## config.mk

```make
export PLATFORM = sky130hd
export DESIGN_NAME = imem_loader
export DESIGN_NICKNAME = d
export VERILOG_FILES = /design/src/rtl/imem_loader_pkg.sv /design/src/rtl/imem_loader.sv
export SDC_FILE = /design/constraint.sdc
export NUM_CORES = 1
export LEC_CHECK = 0
export ABC_AREA = 1
export BUFFER_PORTS_ARGS = -buffer_cell sky130_fd_sc_hd__buf_2
export CAP_MARGIN = 20
export CORE_ASPECT_RATIO = 1.1
export CORE_MARGIN = 5
export CORE_UTILIZATION = 45
export DETAILED_ROUTE_END_ITERATION = 7
export PLACE_DENSITY = 0.67
export SLEW_MARGIN = 30
export SYNTH_ARGS = -nofsm -noshare
export SYNTH_HDL_FRONTEND = slang
export SYNTH_SLANG_ARGS = --single-unit
```

## constraint.sdc

```tcl
create_clock -name clk -period 1.4 [get_ports clk]
set_input_delay 0.14 -clock clk [delete_from_list [all_inputs] [get_ports clk]]
set_output_delay 0.14 -clock clk [all_outputs]
set_load 0.02 [all_outputs]
```

## src/rtl/imem_loader_pkg.sv

```systemverilog
// Shared types and constants for the instruction-memory boot loader.
package imem_loader_pkg;

  // Loader FSM states.
  typedef enum logic [2:0] {
    ST_IDLE = 3'd0,
    ST_LEN  = 3'd1,
    ST_DATA = 3'd2,
    ST_CSUM = 3'd3,
    ST_ZERO = 3'd4,
    ST_DONE = 3'd5,
    ST_ERR  = 3'd6
  } state_e;

  // Default instruction memory size in bytes (multiple of 4).
  localparam int DEPTH_DEF = 32;

  // Largest legal word count in a frame for the default memory size.
  localparam int MAX_WORDS = DEPTH_DEF / 4;

endpackage

```

## src/rtl/imem_loader.sv

```systemverilog
// Boot-time loader: receives LEN / payload / CSUM frames, writes the payload
// into instruction memory MSB-first, zero-fills the unused tail and holds the
// core stalled until a checksum-clean image is in place.
module imem_loader
  import imem_loader_pkg::*;
#(
  parameter int DEPTH  = DEPTH_DEF,
  parameter int ADDR_W = 5
) (
  input  logic              clk,
  input  logic              rst,
  input  logic              start,
  input  logic              byte_valid,
  input  logic [7:0]        byte_data,
  output logic              byte_ready,
  output logic              mem_we,
  output logic [ADDR_W-1:0] mem_addr,
  output logic [7:0]        mem_wdata,
  output logic              core_hold,
  output logic              done,
  output logic              err
);

  // One extra pointer bit so that "pointer == DEPTH" is representable.
  localparam int                PTR_W   = ADDR_W + 1;
  localparam logic [7:0]        MAX_N   = 8'(DEPTH / 4);
  localparam logic [PTR_W-1:0]  PTR_ONE = PTR_W'(1);
  localparam logic [PTR_W-1:0]  DEPTH_P = PTR_W'(DEPTH);

  state_e             state_q, state_d;
  logic [PTR_W-1:0]   ptr_q, ptr_d;
  logic [PTR_W-1:0]   nbytes_q, nbytes_d;
  logic [7:0]         csum_q, csum_d;
  logic               byte_ready_q, byte_ready_d;
  logic               mem_we_q, mem_we_d;
  logic [ADDR_W-1:0]  mem_addr_q, mem_addr_d;
  logic [7:0]         mem_wdata_q, mem_wdata_d;
  logic               core_hold_q, core_hold_d;
  logic               done_q, done_d;
  logic               err_q, err_d;
  logic               accept_s;

  assign accept_s   = byte_valid & byte_ready_q;

  assign byte_ready = byte_ready_q;
  assign mem_we     = mem_we_q;
  assign mem_addr   = mem_addr_q;
  assign mem_wdata  = mem_wdata_q;
  assign core_hold  = core_hold_q;
  assign done       = done_q;
  assign err        = err_q;

  // Next-state, datapath and registered-output computation for the loader FSM.
  always_comb begin
    state_d     = state_q;
    ptr_d       = ptr_q;
    nbytes_d    = nbytes_q;
    csum_d      = csum_q;
    mem_we_d    = 1'b0;
    mem_addr_d  = mem_addr_q;
    mem_wdata_d = mem_wdata_q;
    done_d      = done_q;
    err_d       = err_q;

    case (state_q)
      ST_IDLE: begin
        if (start) begin
          state_d = ST_LEN;
        end else begin
          state_d = ST_IDLE;
        end
      end

      ST_LEN: begin
        if (accept_s) begin
          if ((byte_data == 8'h00) || (byte_data > MAX_N)) begin
            state_d = ST_ERR;
            err_d   = 1'b1;
          end else begin
            state_d  = ST_DATA;
            ptr_d    = '0;
            csum_d   = 8'h00;
            // Word count times four; fits because N <= DEPTH/4.
            nbytes_d = {byte_data[ADDR_W-2:0], 2'b00};
          end
        end else begin
          state_d = ST_LEN;
        end
      end

      ST_DATA: begin
        if (accept_s) begin
          mem_we_d    = 1'b1;
          mem_addr_d  = ptr_q[ADDR_W-1:0];
          mem_wdata_d = byte_data;
          ptr_d       = ptr_q + PTR_ONE;
          csum_d      = csum_q ^ byte_data;
          if (ptr_q == (nbytes_q - PTR_ONE)) begin
            state_d = ST_CSUM;
          end else begin
            state_d = ST_DATA;
          end
        end else begin
          state_d = ST_DATA;
        end
      end

      ST_CSUM: begin
        if (accept_s) begin
          if (byte_data != csum_q) begin
            state_d = ST_ERR;
            err_d   = 1'b1;
          end else if (nbytes_q == DEPTH_P) begin
            state_d = ST_DONE;
            done_d  = 1'b1;
          end else begin
            // First zero-fill write is issued together with CSUM acceptance.
            state_d     = ST_ZERO;
            mem_we_d    = 1'b1;
            mem_addr_d  = ptr_q[ADDR_W-1:0];
            mem_wdata_d = 8'h00;
            ptr_d       = ptr_q + PTR_ONE;
          end
        end else begin
          state_d = ST_CSUM;
        end
      end

      ST_ZERO: begin
        if (ptr_q == DEPTH_P) begin
          state_d = ST_DONE;
          done_d  = 1'b1;
        end else begin
          state_d     = ST_ZERO;
          mem_we_d    = 1'b1;
          mem_addr_d  = ptr_q[ADDR_W-1:0];
          mem_wdata_d = 8'h00;
          ptr_d       = ptr_q + PTR_ONE;
        end
      end

      ST_DONE: begin
        if (start) begin
          state_d = ST_LEN;
          done_d  = 1'b0;
        end else begin
          state_d = ST_DONE;
        end
      end

      ST_ERR: begin
        if (start) begin
          state_d = ST_LEN;
          err_d   = 1'b0;
        end else begin
          state_d = ST_ERR;
        end
      end

      default: begin
        state_d = ST_IDLE;
      end
    endcase

    // Ready and hold are registered views of the state being entered.
    byte_ready_d = (state_d == ST_LEN) || (state_d == ST_DATA) || (state_d == ST_CSUM);
    core_hold_d  = (state_d != ST_DONE);
  end

  // State and output registers with asynchronous reset.
  always_ff @(posedge clk or posedge rst) begin
    if (rst) begin
      state_q      <= ST_IDLE;
      ptr_q        <= '0;
      nbytes_q     <= '0;
      csum_q       <= 8'h00;
      byte_ready_q <= 1'b0;
      mem_we_q     <= 1'b0;
      mem_addr_q   <= '0;
      mem_wdata_q  <= 8'h00;
      core_hold_q  <= 1'b1;
      done_q       <= 1'b0;
      err_q        <= 1'b0;
    end else begin
      state_q      <= state_d;
      ptr_q        <= ptr_d;
      nbytes_q     <= nbytes_d;
      csum_q       <= csum_d;
      byte_ready_q <= byte_ready_d;
      mem_we_q     <= mem_we_d;
      mem_addr_q   <= mem_addr_d;
      mem_wdata_q  <= mem_wdata_d;
      core_hold_q  <= core_hold_d;
      done_q       <= done_d;
      err_q        <= err_d;
    end
  end

endmodule

```

==> metrics.md <==
| Metric | Value |
|---|---|
| Outcome | finished, violations left |
| Failing checks | setup timing |
| Worst Path Buf+Inv | 1 |
| Via Count | 2459 |
| Fin cells | 470 |
| Initial antenna violation count | 0 |
| Total chip power | 6630 uW |
| Largest net degree at the start of global routing | 40 |
| Post-route DRC | 0 |
| Pwr/cell area | 1860 nW/um2 |
| Final core occ | 73.0% |
| Routed WL | 6.64 mm |
| Worst path required time | 1.58 ns |
| Cell chain of the critical path | inv_2 > ha_4 > or2_4 > a21oi_2 > nor2_2 > nand2_1 > nand2_2 > nor2_4 > a21oi_2 |
| Critical Path End Type | flip-flop |
| Hold slack | 0.131 ns |
| Clk Latency, worst-skew pair | 0.30 ns |
| Root Buffer Master | clkbuf_8 |
| Fmax | 643 MHz |
| Final nets | 427 |
| Routability cong. | 0.844 |
| Xor/xnor share of the synthesized area | 0.392% |
| H-Tree Depth | 2 |
| Max Buffers Root-to-Sink | 2 |
| Hold crit path type | in2reg |
| Slew Limit Fails | 0 |
| FILL cells | 364 |
| Port Buf Inserts | 29 |
| First-pass GRT wire length | 9.52 mm |
| Yosys warns | 0 |
| Post-Syn Nets | 323 |
| CP Class | reg2reg |
| HPWL after detailed placement | 4.12 mm |
| Most common cell on crit path | a21oi_2 |
| Critical Path Source Type | flip-flop |
| Die ar. | 6470 um2 |
| Synth Area in Compound Gates | 6.16% |
| Pre-CTS setup slack | -0.139 ns |
| Least-Margin Pin Slew | 0.338 ns |
| Die Y | 83.9 um |
| Mapped Area | 2230 um2 |
| Period minus WS final | 1.56 ns |
| Most frequent cells in the layout | 83 x nand2_1, 56 x buf_4, 36 x dfrtp_1 |
| Row count | 27 |
| Post-Synth Simple-Gate Area | 38.7% |
| Period Utilization, post-route | 111% |
| Initial Util | 45.6% |
| ANT nets after route | 0 |
| Die X | 77.2 um |
| Iteration-0 DRC Markers | 96 |
| Cts bufs inserted | 5 |
| I/O Pins | 30 |
| Final setup vio count | 33 |
| Flops & latches, synth | 39 |
| CP arrival | 1.74 ns |
| Final WS setup | -0.155 ns |
| Synth cell types | 28 |
| Area share of fa/ha/maj cells after synthesis | 2.24% |
| Clock sinks | 39 |
| Fin Clk Skew | 0.0102 ns |
| Wirelength per Cell | 14.1 um |
| Area grow syn2layout | 60.1% |
| Crit-path max FO | 3 |
| Rel. slew slack | 77.4% |
| P_leak | 0.00187 uW |
| Slowest CP cell | dfrtp_1 |
| CTS tree | done |
| Reg2Reg Setup Slack | -0.16 ns |
| Total GRT Usage | 17.9% |
| Cells after Synth | 307 |
| Clk pin slew, worst setup/hold paths | 0.08 ns |
| Vias in the first global route | 2165 |
| Max incr delay on CP | 0.38 ns |
| Most common cell after layout, fill and taps aside | nand2_1 |
| CP top delay family | simple AND/OR/NAND/NOR gates |
| Diodes inserted | 0 |
| Layout cells sized above 1 | 52.9% |
| Mux contribution to synthesized area | 0% |
| VDD IR max | 1280 uV |
| Core area | 4900 um2 |
| Via density per instance | 5.23 |
| Final hold violation count | 0 |
| GRT overflow | 0 |
| Unrepaired setup endpoints after global routing | yes |
| Seq/Total Area, Yosys | 43.8% |
| Max Cap Viol | 0 |
| Syn_area_per_cell | 7.27 um2 |
| Placed Cells | 437 |
| Largest family of logic cells by synthesized area | simple AND/OR/NAND/NOR gates |
| Drt pass-1 iters | 4 |
## tightest hold or removal path, cell delays in order
cell	delay [ns]
buf_2	0.13
nand3_1	0.08
nand2_1	0.05
## report_power, final
group | internal, uW | switching, uW | leakage [uW] | total [uW]
Combinational | 1770 | 2190 | 0.00133 | 3950
Clock | 402 | 423 | 0.0000474 | 825
Sequential | 1550 | 304 | 0.000496 | 1850
Total | 3720 | 2920 | 0.00187 | 6630
## final cells by class
class                      instances  area, um2  share of cell area, %
timing repair buffer              98        762                   21.3
inverter                          45        171                   4.80
sequential                        39        980                   27.4
multi-input combinational        222       1490                   41.7
clock inverter                     2       16.3                  0.455
clock buffer                       6       82.6                   2.31
tap                               58       72.6                   2.03
## routing by layer
metal  global-route usage, %  up-vias  part of all wire, %
met5                       0        -                    0
met1                    21.8     1182                   39
met4                    5.94        0                  3.0
met3                    3.67       20                  3.7
met2                    31.2       60                   54
li1                        -     1197                    -
## Yosys cell counts
library cell  number  area share, %
nand2_1          112             19
nand3_1           44            9.9
dfrtp_1           38             43
inv_1             35            5.9
nor2_1            15            2.5
inv_2             10            1.7
o22ai_1            8            2.2
o21ai_0            7            1.6
nand4_1            6            1.7
a21oi_1            4           0.90
ha_1               4            2.2
nand2_2            3           0.84
buf_2              2           0.45
nand3_2            2           0.90
nor2_2             2           0.56
nor2_4             2            1.0
or2_2              2           0.56
a211oi_1           1           0.34
a21oi_4            1           0.73
buf_6              1           0.50
clkbuf_2           1           0.22
dfstp_2            1            1.2
nand2_4            1           0.50
nand4_4            1           0.95
nor3_1             1           0.22
o2111ai_1          1           0.39
or2_1              1           0.28
xor2_1             1           0.39
## sequential cells by signal, summed over array words and instances, names as in the netlist
| name | cells |
|---|---|
| byte_ready | 1 |
| core_hold | 1 |
| csum_q | 8 |
| done | 1 |
| err | 1 |
| mem_addr | 5 |
| mem_wdata | 8 |
| mem_we | 1 |
| nbytes_q | 4 |
| ptr_q | 6 |
| state_q | 3 |
## worst paths after layout
| check | from | to | cells after the start |
|---|---|---|---|
| max | nbytes_q[3] | byte_ready | 9 |
| min | byte_data[1] | mem_wdata[1] | 3 |
| max reg2reg | nbytes_q[3] | byte_ready | 9 |
| min reg2reg | done | done | 2 |
| max in group asynchronous | rst | core_hold | 4 |
| min in group asynchronous | rst | mem_wdata[6] | 4 |
## cells by family after synthesis
group | count (synthesis)
AO/OA/AOI/OAI | 22
XOR/XNOR | 1
adder cells (fa/ha/maj) | 4
buffers and inverters | 49
flip-flops | 39
AND/OR/NAND/NOR | 192
## what timing repair did
action	4_1_cts	5_1_grt
setup endpoints to repair	35	39
cloned	2	3
endpoints found under the hold margin	38	0
hold buffers	1	0
pin swaps	9	41
setup buffers	4	15
gates resized for setup	16	105
## metrics by stage
step                      setup TNS [ns]  cell area [um2]
after global routing               -6.78             3570
final                              -3.60             3570
after CTS                          -3.13             3030
after global placement             -2.24             2810
after floorplan                   -0.344             2250
after detailed placement           -3.34             2810
No activity file was read; power rests on OpenSTA's default activity.
